`src/rtl/wb_arbiter2.sv`:
```
// wb_arbiter2: two-master, one-slave pipelined Wishbone arbiter.
// Round-robin grant, registered, locked for the whole of the granted
// master's cyc window. Handing the grant to the other master costs no idle cycle.
// Optional watchdog: define WB_ARB2_TIMEOUT_EN to build the ack timeout
// counter and the ABORT state. Without it, timeout_o is tied low.
//
// Handshake: a request beat transfers in a cycle where cyc & stb are high
// and stall is low. A response is a cycle with ack high; read data is valid
// only with ack. A master that is not granted always sees stall=1 and ack=0,
// so its request is held off and never dropped.
module wb_arbiter2 #(
    parameter int TIMEOUT = 1024,
    parameter int AW      = 32,
    parameter int DW      = 32,
    parameter int SW      = DW / 8
) (
    input  logic          clk_i,
    input  logic          rst_i,
    // master 0
    input  logic          m0_cyc,
    input  logic          m0_stb,
    input  logic          m0_we,
    input  logic [SW-1:0] m0_sel,
    input  logic [AW-1:0] m0_adr,
    input  logic [DW-1:0] m0_wdat,
    output logic [DW-1:0] m0_rdat,
    output logic          m0_ack,
    output logic          m0_stall,
    // master 1
    input  logic          m1_cyc,
    input  logic          m1_stb,
    input  logic          m1_we,
    input  logic [SW-1:0] m1_sel,
    input  logic [AW-1:0] m1_adr,
    input  logic [DW-1:0] m1_wdat,
    output logic [DW-1:0] m1_rdat,
    output logic          m1_ack,
    output logic          m1_stall,
    // shared slave
    output logic          s_cyc,
    output logic          s_stb,
    output logic          s_we,
    output logic [SW-1:0] s_sel,
    output logic [AW-1:0] s_adr,
    output logic [DW-1:0] s_wdat,
    input  logic [DW-1:0] s_rdat,
    input  logic          s_ack,
    input  logic          s_stall,
    // status
    output logic [1:0]    grant_o,
    output logic          timeout_o,
    output logic [1:0]    state_dbg
);

    typedef enum logic [1:0] {
        ST_IDLE   = 2'd0,
        ST_GRANT0 = 2'd1,
        ST_GRANT1 = 2'd2,
        ST_ABORT  = 2'd3
    } state_t;

    state_t state_q, state_d;
    logic   last_q, last_d;   // most recently served master

    // Any elaboration that lands in this block was given an out-of-range TIMEOUT.
    if (TIMEOUT < 2) begin : g_timeout_too_small
    end

`ifdef WB_ARB2_TIMEOUT_EN
    localparam int CW = $clog2(TIMEOUT + 1);
    logic [CW-1:0] cnt_q;
    logic          gnt_cyc;
    logic          wd_fire;

    assign gnt_cyc = ((state_q == ST_GRANT0) && m0_cyc) ||
                     ((state_q == ST_GRANT1) && m1_cyc);
    // An ack on the terminal count wins over the timeout.
    assign wd_fire   = gnt_cyc && !s_ack && (cnt_q == CW'(TIMEOUT));
    assign timeout_o = wd_fire;

    // Watchdog counter: cleared outside or on entry to a grant and on every ack.
    always_ff @(posedge clk_i) begin
        if (rst_i) begin
            cnt_q <= '0;
        end else if ((state_q != ST_GRANT0 && state_q != ST_GRANT1) ||
                     (state_d != state_q) || s_ack) begin
            cnt_q <= '0;
        end else if (gnt_cyc) begin
            cnt_q <= cnt_q + CW'(1);
        end
    end
`else
    assign timeout_o = 1'b0;
`endif

    // State and last-served registers.
    always_ff @(posedge clk_i) begin
        if (rst_i) begin
            state_q <= ST_IDLE;
            last_q  <= 1'b1;
        end else begin
            state_q <= state_d;
            last_q  <= last_d;
        end
    end

    // Next-state: arbitrate from IDLE, hold lock, hand off on cyc release.
    always_comb begin
        state_d = state_q;
        last_d  = last_q;
        case (state_q)
            ST_IDLE: begin
                if (m0_cyc && m1_cyc) state_d = last_q ? ST_GRANT0 : ST_GRANT1;
                else if (m0_cyc)      state_d = ST_GRANT0;
                else if (m1_cyc)      state_d = ST_GRANT1;
            end
            ST_GRANT0: begin
                if (!m0_cyc) begin
                    last_d  = 1'b0;
                    state_d = m1_cyc ? ST_GRANT1 : ST_IDLE;
                end
`ifdef WB_ARB2_TIMEOUT_EN
                else if (wd_fire) begin
                    // last records the offender so ABORT knows whose cyc to watch
                    last_d  = 1'b0;
                    state_d = ST_ABORT;
                end
`endif
            end
            ST_GRANT1: begin
                if (!m1_cyc) begin
                    last_d  = 1'b1;
                    state_d = m0_cyc ? ST_GRANT0 : ST_IDLE;
                end
`ifdef WB_ARB2_TIMEOUT_EN
                else if (wd_fire) begin
                    last_d  = 1'b1;
                    state_d = ST_ABORT;
                end
`endif
            end
            default: begin
`ifdef WB_ARB2_TIMEOUT_EN
                if (!(last_q ? m1_cyc : m0_cyc)) state_d = ST_IDLE;
`else
                state_d = ST_IDLE;
`endif
            end
        endcase
    end

    // Outputs: steer the granted master through, hold everyone else off.
    always_comb begin
        s_cyc    = 1'b0;
        s_stb    = 1'b0;
        s_we     = 1'b0;
        s_sel    = '0;
        s_adr    = '0;
        s_wdat   = '0;
        m0_ack   = 1'b0;
        m1_ack   = 1'b0;
        m0_stall = 1'b1;
        m1_stall = 1'b1;
        m0_rdat  = '0;
        m1_rdat  = '0;
        grant_o  = 2'b00;
        case (state_q)
            ST_GRANT0: begin
                s_cyc    = m0_cyc;
                s_stb    = m0_stb;
                s_we     = m0_we;
                s_sel    = m0_sel;
                s_adr    = m0_adr;
                s_wdat   = m0_wdat;
                m0_ack   = s_ack;
                m0_stall = s_stall;
                m0_rdat  = s_rdat;
                grant_o  = 2'b01;
            end
            ST_GRANT1: begin
                s_cyc    = m1_cyc;
                s_stb    = m1_stb;
                s_we     = m1_we;
                s_sel    = m1_sel;
                s_adr    = m1_adr;
                s_wdat   = m1_wdat;
                m1_ack   = s_ack;
                m1_stall = s_stall;
                m1_rdat  = s_rdat;
                grant_o  = 2'b10;
            end
            default: begin
                grant_o = 2'b00;
            end
        endcase
    end

    assign state_dbg = state_q;

endmodule

```
`config.mk`:
```
export PLATFORM = sky130hd
export DESIGN_NAME = wb_arbiter2
export DESIGN_NICKNAME = d
export VERILOG_FILES = /design/src/rtl/wb_arbiter2.sv
export SDC_FILE = /design/constraint.sdc
export NUM_CORES = 1
export LEC_CHECK = 0
export ABC_AREA = 1
export CORE_AREA = 4 4 123 125
export CTS_BUF_LIST = sky130_fd_sc_hd__clkbuf_16
export DETAILED_ROUTE_END_ITERATION = 6
export DIE_AREA = 0 0 127 129
export PLACE_DENSITY = 0.53
export SYNTH_ARGS = -nofsm -noshare
export SYNTH_HDL_FRONTEND = slang
export SYNTH_SLANG_ARGS = --single-unit
```
`constraint.sdc`:
```
create_clock -name clk_i -period 1.6 [get_ports clk_i]
set_input_delay 0.32 -clock clk_i [delete_from_list [all_inputs] [get_ports clk_i]]
set_output_delay 0.32 -clock clk_i [all_outputs]
set_load 0.01 [all_outputs]
```
==> impl_table.tex, run 1 <==
\begin{tabular}{lr}
\hline
Metric & Value \\
\hline
\multicolumn{2}{l}{\textbf{Critical path}} \\
\quad Crit path max fanout & 6 \\
\quad Launch point of the worst reg-to-reg path & state\_dbg[1] \\
\quad Kind of end point of the critical path & output pin \\
\quad Register-to-register setup slack & 100 ps \\
\quad Critical Path Start & state\_dbg[0] \\
\quad Data required time of the worst path & 1280 ps \\
\quad Arrival @ worst endpoint & 1530 ps \\
\quad Reg-to-reg endpoint & state\_dbg[1] \\
\quad Cell Chain, Critical Path & inv\_6 > ha\_4 > inv\_8 > buf\_12 > buf\_16 > a21oi\_2 > buf\_2 \\
\quad R2R depth & 11 \\
\quad Critical-path cell with the highest stage delay & dfxtp\_4 \\
\quad Critical path startpoint category & flop \\
\quad Start-to-end type of the worst setup path & flop to output pin \\
\quad Delay of the slowest cell on the worst path & 380 ps \\
\multicolumn{2}{l}{\textbf{Place}} \\
\quad Half-perimeter wire length after placement & 10.48 mm \\
\quad Final weighted congestion in routability-driven placement & 0.9058 \\
\quad Number of buffers inserted by port buffering & 320 \\
\quad Setup WS pre-CTS & -534.9 ps \\
\multicolumn{2}{l}{\textbf{Synth}} \\
\quad Number of enable-type register cells in the synthesized netlist & 0 \\
\quad Cell count after synthesis & 420 \\
\quad Flip-flop and latch count after synthesis & 3 \\
\quad Fraction of registers with async set/reset & 0\% \\
\quad Synthesized area per cell & 4.376 um2 \\
\quad Main area contributors after synthesis & nand2\_1 (45\%), a21oi\_1 (20\%), inv\_1 (15\%) \\
\quad Number of warnings issued by yosys & 0 \\
\quad Area share of the largest cell type after synthesis & 44.72\% \\
\quad Most common cell in the netlist & nand2\_1 \\
\quad Number of distinct library cells after synthesis & 16 \\
\quad Cell Area, Synth & 1838 um2 \\
\quad Net Count, Synth & 604 \\
\quad Yosys top cell by area & nand2\_1 \\
\quad Dominant register cell in the synthesized netlist & dfxtp\_1 \\
\quad Cell types with the highest counts after synthesis & nand2\_1 (219), inv\_1 (74), a21oi\_1 (73) \\
\quad Sequential area share after synthesis & 3.268\% \\
\multicolumn{2}{l}{\textbf{Global routing}} \\
\quad Maximum number of pins on one net before global-route repair & 28 \\
\quad Global-route congestion overflow total & 0 \\
\quad Gr usage total & 16.38\% \\
\quad Antenna violations before repair & 1 \\
\quad First-pass GRT wire length & 21.47 mm \\
\quad Number of global-route vias before repair & 4154 \\
\multicolumn{2}{l}{\textbf{CTS}} \\
\quad CTS buffer count & 3 \\
\quad CTS root buffer & clkbuf\_16 \\
\quad CTS tree & yes \\
\quad Number of H-tree levels & 1 \\
\quad CTS max path bufs & 2 \\
\quad Clock net sink count & 3 \\
\quad Later-pin clock latency in the skew report & 220 ps \\
\quad Clock-pin slew on the worst setup and hold paths & 30 ps \\
\multicolumn{2}{l}{\textbf{Timing}} \\
\quad RSZ-0062 raised after global routing & true \\
\quad Hold Fails Final Rpt & 0 \\
\quad Final period utilization & 115.4\% \\
\quad Final worst setup slack & -245.9 ps \\
\quad Maximum achievable frequency & 541.7 MHz \\
\quad Post-route worst hold slack & 535.1 ps \\
\quad Post-layout min period & 1846 ps \\
\quad Number of slew-limit violations in the final report & 0 \\
\quad Clk\_skew & 1.688 ps \\
\quad Setup Viol. Count Final & 139 \\
\multicolumn{2}{l}{\textbf{Routing}} \\
\quad TritonRoute pass-1 iters & 4 \\
\quad Average detailed-routed wire length per instance & 15.54 um \\
\quad Vias per cell & 4.151 \\
\quad Remaining antenna violation count & 0 \\
\quad Residual DRC count & 0 \\
\quad Wire length reported by the detailed router & 15.05 mm \\
\quad DRC marker count from the first detailed-route iteration & 67 \\
\quad Via total after detailed routing & 4022 \\
\multicolumn{2}{l}{\textbf{Job}} \\
\quad Max-cap violation count & 0 \\
\multicolumn{2}{l}{\textbf{Floorplan}} \\
\quad Row Count & 43 \\
\quad Chip width & 127 um \\
\quad Die height & 129 um \\
\quad IO Pins & 322 \\
\quad Initial Utilization & 13.24\% \\
\quad Core Footprint & 13880 um2 \\
\quad Floorplan die area & 16380 um2 \\
\multicolumn{2}{l}{\textbf{Power}} \\
\quad Maximum vdd drop & 0.4198 mV \\
\quad Power density normalized to cell area & 877.2 nW/um2 \\
\quad Leakage Power & 3.502 nW \\
\quad Total power consumption of the routed design & 5.911 mW \\
\multicolumn{2}{l}{\textbf{Final layout}} \\
\quad Number of nets in the layout & 974 \\
\quad Layout Area Growth over Synthesis & 266.6\% \\
\quad Antenna diodes & 0 \\
\quad Utilization after layout & 48.55\% \\
\quad Share of cells above drive strength 1 & 52.60\% \\
\multicolumn{2}{l}{\textbf{Status}} \\
\quad Failing checks & negative setup slack \\
\quad Status & finished with violations \\
\multicolumn{2}{l}{\textbf{Hold path}} \\
\quad Hold Startpoint & last\_q \\
\quad Tightest Hold Check Type & flop to flop \\
\quad Endpoint of the worst hold path & last\_q \\
\quad Hold Path Stages & 2 \\
\hline
\end{tabular}
## cell families after synthesis
logic type                 share of synthesized area, %
buffers and inverters                             25.05
AOI/OAI and AO/OA                                 20.56
other                                            0.2040
and+or+nand+nor                                   46.83
adders and majority gates                         4.084
DFF                                               3.268
## per-layer routing
layer | global-route usage (%) | part of all wire, %
met5 | 0 | 0.073
met4 | 4.921 | 2.5
met3 | 5.189 | 8.4
met2 | 31.82 | 53
met1 | 16.67 | 36
## per-stage QoR
step	setup TNS (ps)	cell area, um2	cells
after floorplan	-2875	1839	420
after global placement	-58170	5463	915
after detailed placement	-59970	5463	915
after CTS	-22990	5906	959
after global routing	-28190	6739	969
final	-20560	6739	969
## worst max path at each step
| stage | end | depth (start not counted) |
|---|---|---|
| floorplan | s_adr[0] | 5 |
| global placement | s_adr[18] | 6 |
| detailed placement | s_wdat[22] | 6 |
| CTS | s_adr[25] | 6 |
| global route | s_wdat[16] | 7 |
| finish | s_adr[25] | 7 |
## sequential cells by signal, summed over array words and instances, names as in the netlist
name,cells
state_dbg,2
last_q,1
## worst max-delay path, delay by kind of cell (launching register included)
family / cells / cell delay (ps)
AO/OA/AOI/OAI: 1 / 110
adder cells (fa/ha/maj): 1 / 280
buffers and inverters: 5 / 520
flip-flops: 1 / 380
## report_power, final
| part | switching [mW] | leakage [nW] | internal [mW] |
|---|---|---|---|
| Combinational | 2.50 | 3.43 | 2.90 |
| Clock | 0.0712 | 0.0423 | 0.322 |
| Sequential | 0.0251 | 0.0260 | 0.0994 |
| Total | 2.59 | 3.50 | 3.32 |
## cells in the final DEF (no fill, tap or decap)
master / instances
o21ai_0: 1
buf_12: 18
nand3_1: 4
inv_4: 1
buf_6: 84
nand2_1: 137
nand2_2: 32
ha_4: 4
nor2_1: 1
buf_4: 17
dfxtp_4: 2
inv_6: 1
a21oi_1: 21
dlymetal6s2s_1: 1
inv_2: 47
dfxtp_1: 1
clkdlybuf4s50_1: 177
dlygate4sd2_1: 1
nand2_4: 50
buf_8: 2
buf_2: 85
ha_1: 2
buf_16: 11
nor2_4: 2
a21oi_2: 52
inv_1: 26
nand3_2: 1
inv_8: 1
o21bai_1: 1
clkbuf_16: 5
conb_1: 1
## repair_timing
item	4_1_cts	5_1_grt
gates resized for setup	700	222
gates cloned	13	2
endpoints found under the setup margin	142	142
hold buffers	0	0
buffers inserted	27	11
pin swaps	5	17
## final cells by class
type / count / area (um2)
fillers: 1333 / 7142
flip-flops and latches: 3 / 67.56
multi-input cells: 309 / 2036
clock buffers: 3 / 75.07
inverters: 75 / 296.5
repair buffers: 398 / 4035
well taps: 180 / 225.2
clock inverters: 1 / 3.754
No activity file was read; power rests on OpenSTA's default activity.
==> run 2, diff against run 1 <==
--- a/config.mk
+++ b/config.mk
@@ -6,11 +6,13 @@
 export NUM_CORES = 1
 export LEC_CHECK = 0
 export ABC_AREA = 1
-export CORE_AREA = 4 4 123 125
+export CORE_AREA = 2 2 124 126
 export CTS_BUF_LIST = sky130_fd_sc_hd__clkbuf_16
 export DETAILED_ROUTE_END_ITERATION = 6
-export DIE_AREA = 0 0 127 129
-export PLACE_DENSITY = 0.53
+export DIE_AREA = 0 0 126 128
+export PLACE_DENSITY = 0.51
+export SETUP_SLACK_MARGIN = 0.3
 export SYNTH_ARGS = -nofsm -noshare
 export SYNTH_HDL_FRONTEND = slang
 export SYNTH_SLANG_ARGS = --single-unit
+export TNS_END_PERCENT = 50
==> run 2 against run 1 <==
Compared with the run above: the flow still finishes with violations (negative setup slack); sequential share of layout area hardly changed; power is 4.1% lower; register-to-register slack worse by 120 ps; wire length is 3.9% lower; via count is 1.8% lower; core utilization is 3.6 points lower; flip-flop and latch count stayed put; clock power is 1% lower; critical endpoint is now s_wdat[5].
==> impl_table.tex, run 2 (synthesized netlist as in run 1, its figures left out) <==
\begin{tabular}{lr}
\hline
Metric & Value \\
\hline
\multicolumn{2}{l}{\textbf{Timing}} \\
\quad Final-layout setup total negative slack & -24500 ps \\
\quad RSZ-0062 raised after global routing & true \\
\quad Hold Fails Final Rpt & 0 \\
\quad Post-layout min period & 1870 ps \\
\quad Number of slew-limit violations in the final report & 0 \\
\quad Setup Viol. Count Final & 143 \\
\quad Final period utilization & 116.9\% \\
\quad Clk\_skew & 0.9904 ps \\
\quad Maximum achievable frequency & 534.7 MHz \\
\quad Final worst setup slack & -270.1 ps \\
\multicolumn{2}{l}{\textbf{Global routing}} \\
\quad Global-route congestion overflow total & 0 \\
\quad Gr usage total & 16.59\% \\
\quad Number of global-route vias before repair & 3946 \\
\quad Antenna violations before repair & 0 \\
\quad First-pass GRT wire length & 21.37 mm \\
\quad Maximum number of pins on one net before global-route repair & 18 \\
\multicolumn{2}{l}{\textbf{Status}} \\
\quad Status & finished with violations \\
\quad Failing checks & negative setup slack \\
\multicolumn{2}{l}{\textbf{Critical path}} \\
\quad Data required time of the worst path & 1280 ps \\
\quad Kind of end point of the critical path & output pin \\
\quad Start-to-end type of the worst setup path & flop to output pin \\
\quad Critical Path Start & state\_dbg[1] \\
\quad Critical path startpoint category & flop \\
\quad Launch point of the worst reg-to-reg path & state\_dbg[1] \\
\quad Crit path max fanout & 8 \\
\quad Arrival @ worst endpoint & 1550 ps \\
\multicolumn{2}{l}{\textbf{Job}} \\
\quad Max-cap violation count & 0 \\
\multicolumn{2}{l}{\textbf{Final layout}} \\
\quad Number of nets in the layout & 960 \\
\quad Antenna diodes & 0 \\
\quad Largest register FFs & 2 \\
\quad Most frequent standard cell in the layout excluding fill and tap cells & clkdlybuf4s50\_1 \\
\quad Utilization after layout & 44.96\% \\
\quad Most frequent cells in the layout & clkdlybuf4s50\_1 (177), nand2\_1 (107), buf\_2 (96) \\
\quad Layout Area Growth over Synthesis & 263.6\% \\
\quad Share of cells above drive strength 1 & 55.35\% \\
\quad Number of standard cells in the final layout excluding fillers & 963 \\
\multicolumn{2}{l}{\textbf{Floorplan}} \\
\quad IO Pins & 322 \\
\quad Die height & 128 um \\
\quad Chip width & 126 um \\
\quad Core Footprint & 14860 um2 \\
\quad Initial Utilization & 12.37\% \\
\quad Floorplan die area & 16130 um2 \\
\quad Row Count & 45 \\
\multicolumn{2}{l}{\textbf{Power}} \\
\quad Power density normalized to cell area & 848.5 nW/um2 \\
\quad Total power consumption of the routed design & 5.670 mW \\
\quad Leakage Power & 3.382 nW \\
\quad Maximum vdd drop & 0.4012 mV \\
\multicolumn{2}{l}{\textbf{CTS}} \\
\quad CTS root buffer & clkbuf\_16 \\
\quad Number of H-tree levels & 1 \\
\quad Clock net sink count & 3 \\
\quad Clock-pin slew on the worst setup and hold paths & 30 ps \\
\quad CTS tree & yes \\
\quad Later-pin clock latency in the skew report & 220 ps \\
\quad Number of hold buffers added after CTS & 0 \\
\quad CTS buffer count & 3 \\
\quad CTS max path bufs & 2 \\
\multicolumn{2}{l}{\textbf{Routing}} \\
\quad Average detailed-routed wire length per instance & 15.03 um \\
\quad Residual DRC count & 0 \\
\quad TritonRoute pass-1 iters & 4 \\
\quad Vias per cell & 4.102 \\
\quad DRC marker count from the first detailed-route iteration & 61 \\
\quad Wire length reported by the detailed router & 14.47 mm \\
\quad Remaining antenna violation count & 0 \\
\quad Via total after detailed routing & 3950 \\
\multicolumn{2}{l}{\textbf{Place}} \\
\quad Number of instances in the placed design & 919 \\
\quad Setup WS pre-CTS & -445.9 ps \\
\quad Half-perimeter wire length after placement & 10.27 mm \\
\quad Final weighted congestion in routability-driven placement & 0.9004 \\
\quad Number of buffers inserted by port buffering & 320 \\
\multicolumn{2}{l}{\textbf{Hold path}} \\
\quad Hold Startpoint & last\_q \\
\quad Tightest Hold Check Type & flop to flop \\
\hline
\end{tabular}
==> run 2: changes by cell type in the layout (fill, tap and decap cells not counted), moves of 3 or more <==
cell | previous run | this run
a21oi_1 | 21 | 3
a21oi_2 | 52 | 59
a21oi_4 | 0 | 11
buf_12 | 18 | 11
buf_16 | 11 | 14
buf_2 | 85 | 96
buf_6 | 84 | 59
buf_8 | 2 | 6
inv_1 | 26 | 47
inv_2 | 47 | 26
nand2_1 | 137 | 107
nand2_2 | 32 | 76
nand2_4 | 50 | 36
==> run 2: through the flow <==
stage / hold slack [ps] / cell area (um2)
6_report: 547.9 / 6683
5_1_grt: 594.9 / 6683
4_1_cts: 558.0 / 6137
3_5_place_dp: 552.7 / 5768
3_3_place_gp: 527.0 / 5768
2_1_floorplan: 379.4 / 2366
==> run 2: timing repair <==
item	CTS	global route
setup buffers	19	6
pin swaps	19	27
endpoints found under the setup margin	146	146
resized for setup	671	160
cloned	14	1
==> run 2: cell type report <==
type,instances,area (um2)
Fill cell,1500,8182
Timing Repair Buffer,384,3816
Multi-Input combinational cell,309,2191
Inverter,75,294.0
Tap cell,188,235.2
Clock buffer,3,75.07
Sequential cell,3,67.56
Clock inverter,1,3.754
==> run 2: report_power, final <==
part           switching (mW)  internal, mW  total, mW
sequential             0.0260        0.0994      0.125
combinational            2.51          2.64       5.16
clock                  0.0673         0.322      0.389
total                    2.61          3.06       5.67
==> run 2: layer usage <==
layer	up-vias	track usage [%]	part of all wire, %
met5	-	0	0
met4	0	4.460	1.9
met3	23	3.673	7.0
met2	189	33.27	56
met1	1780	17.19	35
li1	1958	-	-
==> run 2: worst paths after layout <==
| path | end | slack (ps) | depth (start not counted) |
|---|---|---|---|
| min | last_q | 550 | 2 |
| max | s_wdat[5] | -270 | 8 |
| min reg2reg | last_q | 550 | 2 |
| max reg2reg | state_dbg[0] | -20 | 12 |
==> run 2: worst max-delay path: stages (launching register included) <==
cell	delay, ps
dfxtp_4	350
inv_4	80
ha_4	170
buf_6	120
buf_6	120
buf_12	140
nand2_2	60
a21oi_2	130
buf_2	150
==> run 3, diff against run 2 <==
--- a/config.mk
+++ b/config.mk
@@ -10,7 +10,7 @@
 export CTS_BUF_LIST = sky130_fd_sc_hd__clkbuf_16
 export DETAILED_ROUTE_END_ITERATION = 6
 export DIE_AREA = 0 0 126 128
-export PLACE_DENSITY = 0.51
+export PLACE_DENSITY = 0.64
 export SETUP_SLACK_MARGIN = 0.3
 export SYNTH_ARGS = -nofsm -noshare
 export SYNTH_HDL_FRONTEND = slang
==> run 3 against run 2 <==
Compared with the run above: the flow still finishes with violations (negative setup slack); wire length increased by 2.9%; sequential power about the same; maximum frequency decreased by 1.4%; clock skew about the same; die area unchanged; power increased by 12%; largest power group unchanged; flip-flop and latch count unchanged; count of clock-buffer cells in the layout unchanged; sequential share of layout area decreased by 0.066 points.
==> impl_table.tex, run 3 (synthesized netlist as in run 1, its figures left out) <==
\begin{tabular}{lr}
\hline
Metric & Value \\
\hline
\multicolumn{2}{l}{\textbf{Routing}} \\
\quad Remaining antenna violation count & 0 \\
\quad DRC marker count from the first detailed-route iteration & 87 \\
\quad Vias per cell & 4.014 \\
\quad Residual DRC count & 0 \\
\quad Average detailed-routed wire length per instance & 15.05 um \\
\quad Via total after detailed routing & 3974 \\
\quad TritonRoute pass-1 iters & 3 \\
\quad Wire length reported by the detailed router & 14.90 mm \\
\multicolumn{2}{l}{\textbf{Floorplan}} \\
\quad Initial Utilization & 12.37\% \\
\quad Floorplan die area & 16130 um2 \\
\quad IO Pins & 322 \\
\quad Chip width & 126 um \\
\quad Core Footprint & 14860 um2 \\
\quad Row Count & 45 \\
\quad Die height & 128 um \\
\multicolumn{2}{l}{\textbf{Place}} \\
\quad Post-Place Cell Area & 5758 um2 \\
\quad Half-perimeter wire length after placement & 9.207 mm \\
\quad Number of buffers inserted by port buffering & 320 \\
\quad Final weighted congestion in routability-driven placement & 0.7883 \\
\multicolumn{2}{l}{\textbf{Final layout}} \\
\quad Share of cells above drive strength 1 & 56.98\% \\
\quad Most frequent standard cell in the layout excluding fill and tap cells & clkdlybuf4s50\_1 \\
\quad Antenna diodes & 0 \\
\quad Final std cell area, no fill & 7147 um2 \\
\quad Most frequent cells in the layout & clkdlybuf4s50\_1 (177), nand2\_1 (101), buf\_2 (89) \\
\quad Utilization after layout & 48.08\% \\
\quad Number of nets in the layout & 987 \\
\quad Layout Area Growth over Synthesis & 288.8\% \\
\quad Largest register FFs & 2 \\
\multicolumn{2}{l}{\textbf{Timing}} \\
\quad Clk\_skew & 0.6027 ps \\
\quad Number of slew-limit violations in the final report & 0 \\
\quad RSZ-0062 raised after global routing & true \\
\quad Final worst setup slack & -295.9 ps \\
\quad Setup Viol. Count Final & 141 \\
\quad Maximum achievable frequency & 527.5 MHz \\
\quad Post-layout min period & 1896 ps \\
\quad Hold Fails Final Rpt & 0 \\
\quad Final period utilization & 118.5\% \\
\multicolumn{2}{l}{\textbf{Global routing}} \\
\quad Gr usage total & 16.07\% \\
\quad Number of global-route vias before repair & 3689 \\
\quad Antenna violations before repair & 0 \\
\quad Global-route congestion overflow total & 0 \\
\quad First-pass GRT wire length & 20.40 mm \\
\quad Maximum number of pins on one net before global-route repair & 19 \\
\multicolumn{2}{l}{\textbf{Status}} \\
\quad Status & finished with violations \\
\quad Failing checks & negative setup slack \\
\multicolumn{2}{l}{\textbf{Critical path}} \\
\quad Critical path startpoint category & flop \\
\quad End point of the critical path & s\_adr[1] \\
\quad Crit path max fanout & 5 \\
\quad Kind of end point of the critical path & output pin \\
\quad R2R depth & 12 \\
\quad Start-to-end type of the worst setup path & flop to output pin \\
\quad Register-to-register setup slack & -110 ps \\
\quad Launch point of the worst reg-to-reg path & state\_dbg[1] \\
\quad Delay of the slowest cell on the worst path & 350 ps \\
\quad Critical Path Start & state\_dbg[1] \\
\quad Reg-to-reg endpoint & state\_dbg[0] \\
\quad Critical-path cell with the highest stage delay & dfxtp\_4 \\
\quad Cell Chain, Critical Path & inv\_4 > ha\_4 > buf\_12 > buf\_8 > clkbuf\_16 > nand2\_2 > a21oi\_4 > buf\_6 \\
\quad Arrival @ worst endpoint & 1580 ps \\
\quad Data required time of the worst path & 1280 ps \\
\multicolumn{2}{l}{\textbf{CTS}} \\
\quad Later-pin clock latency in the skew report & 230 ps \\
\quad Clock-pin slew on the worst setup and hold paths & 30 ps \\
\quad Clock net sink count & 3 \\
\quad CTS max path bufs & 2 \\
\quad CTS tree & yes \\
\quad Number of hold buffers added after CTS & 0 \\
\quad CTS root buffer & clkbuf\_16 \\
\quad CTS buffer count & 3 \\
\quad Number of H-tree levels & 1 \\
\multicolumn{2}{l}{\textbf{Job}} \\
\quad Max-cap violation count & 0 \\
\multicolumn{2}{l}{\textbf{Power}} \\
\quad Power density normalized to cell area & 888.6 nW/um2 \\
\quad Leakage Power & 3.575 nW \\
\quad Maximum vdd drop & 0.3211 mV \\
\quad Total power consumption of the routed design & 6.351 mW \\
\multicolumn{2}{l}{\textbf{Hold path}} \\
\quad Tightest Hold Check Type & flop to flop \\
\hline
\end{tabular}
[run 3: power breakdown]
| group | total [mW] | switching [mW] | internal [mW] | leakage, nW |
|---|---|---|---|---|
| clock network | 0.395 | 0.0723 | 0.323 | 0.0423 |
| logic | 5.83 | 2.68 | 3.14 | 3.51 |
| registers | 0.128 | 0.0281 | 0.0995 | 0.0260 |
[run 3: per-stage QoR]
stage | hold WS, ps | TNS (ps) | cells | setup slack (ps)
2_1_floorplan | 379.4 | 0 | 420 | 180.8
3_3_place_gp | 520.1 | -44490 | 916 | -461.5
3_5_place_dp | 530.7 | -45110 | 916 | -456.3
4_1_cts | 541.8 | -31150 | 965 | -300.7
5_1_grt | 571.8 | -34680 | 990 | -353.9
6_report | 529.4 | -26300 | 990 | -295.9
[run 3: per-layer routing]
metal / vias to the layer above / track usage [%] / part of all wire (%)
met4: 0 / 3.232 / 1.2
li1: 2015 / - / -
met1: 1767 / 18.74 / 40
met5: - / 0 / 0
met2: 181 / 30.33 / 53
met3: 11 / 3.297 / 6.2
[run 3: how the worst min path moves through the flow]
stage,endpoint,slack (ps),start,depth (start not counted)
floorplan,state_dbg[0],380,rst_i,1
global placement,state_dbg[1],520,state_dbg[1],2
detailed placement,state_dbg[1],530,state_dbg[1],2
CTS,last_q,540,last_q,2
global route,last_q,570,last_q,2
finish,last_q,530,last_q,2
[run 3: layout make-up]
cell class	count	area, um2
flip-flops and latches	3	67.56
well taps	188	235.2
inverters	75	296.5
multi-input cells	309	2206
clock buffers	3	75.07
clock inverters	1	3.754
fillers	1459	7717
repair buffers	411	4263
[run 3: repair_timing]
action | 4_1_cts | 5_1_grt
pin swaps | 6 | 30
buffers inserted | 28 | 19
endpoints found under the setup margin | 146 | 146
gates resized for setup | 566 | 249
gates cloned | 17 | 6
[run 3: worst max-delay path, delay by kind of cell, from the launching register on]
family / cells / cell delay (ps)
fa+ha+maj: 1 / 210
buf+inv: 5 / 580
flops: 1 / 350
compound gates: 1 / 140
simple gates: 1 / 70
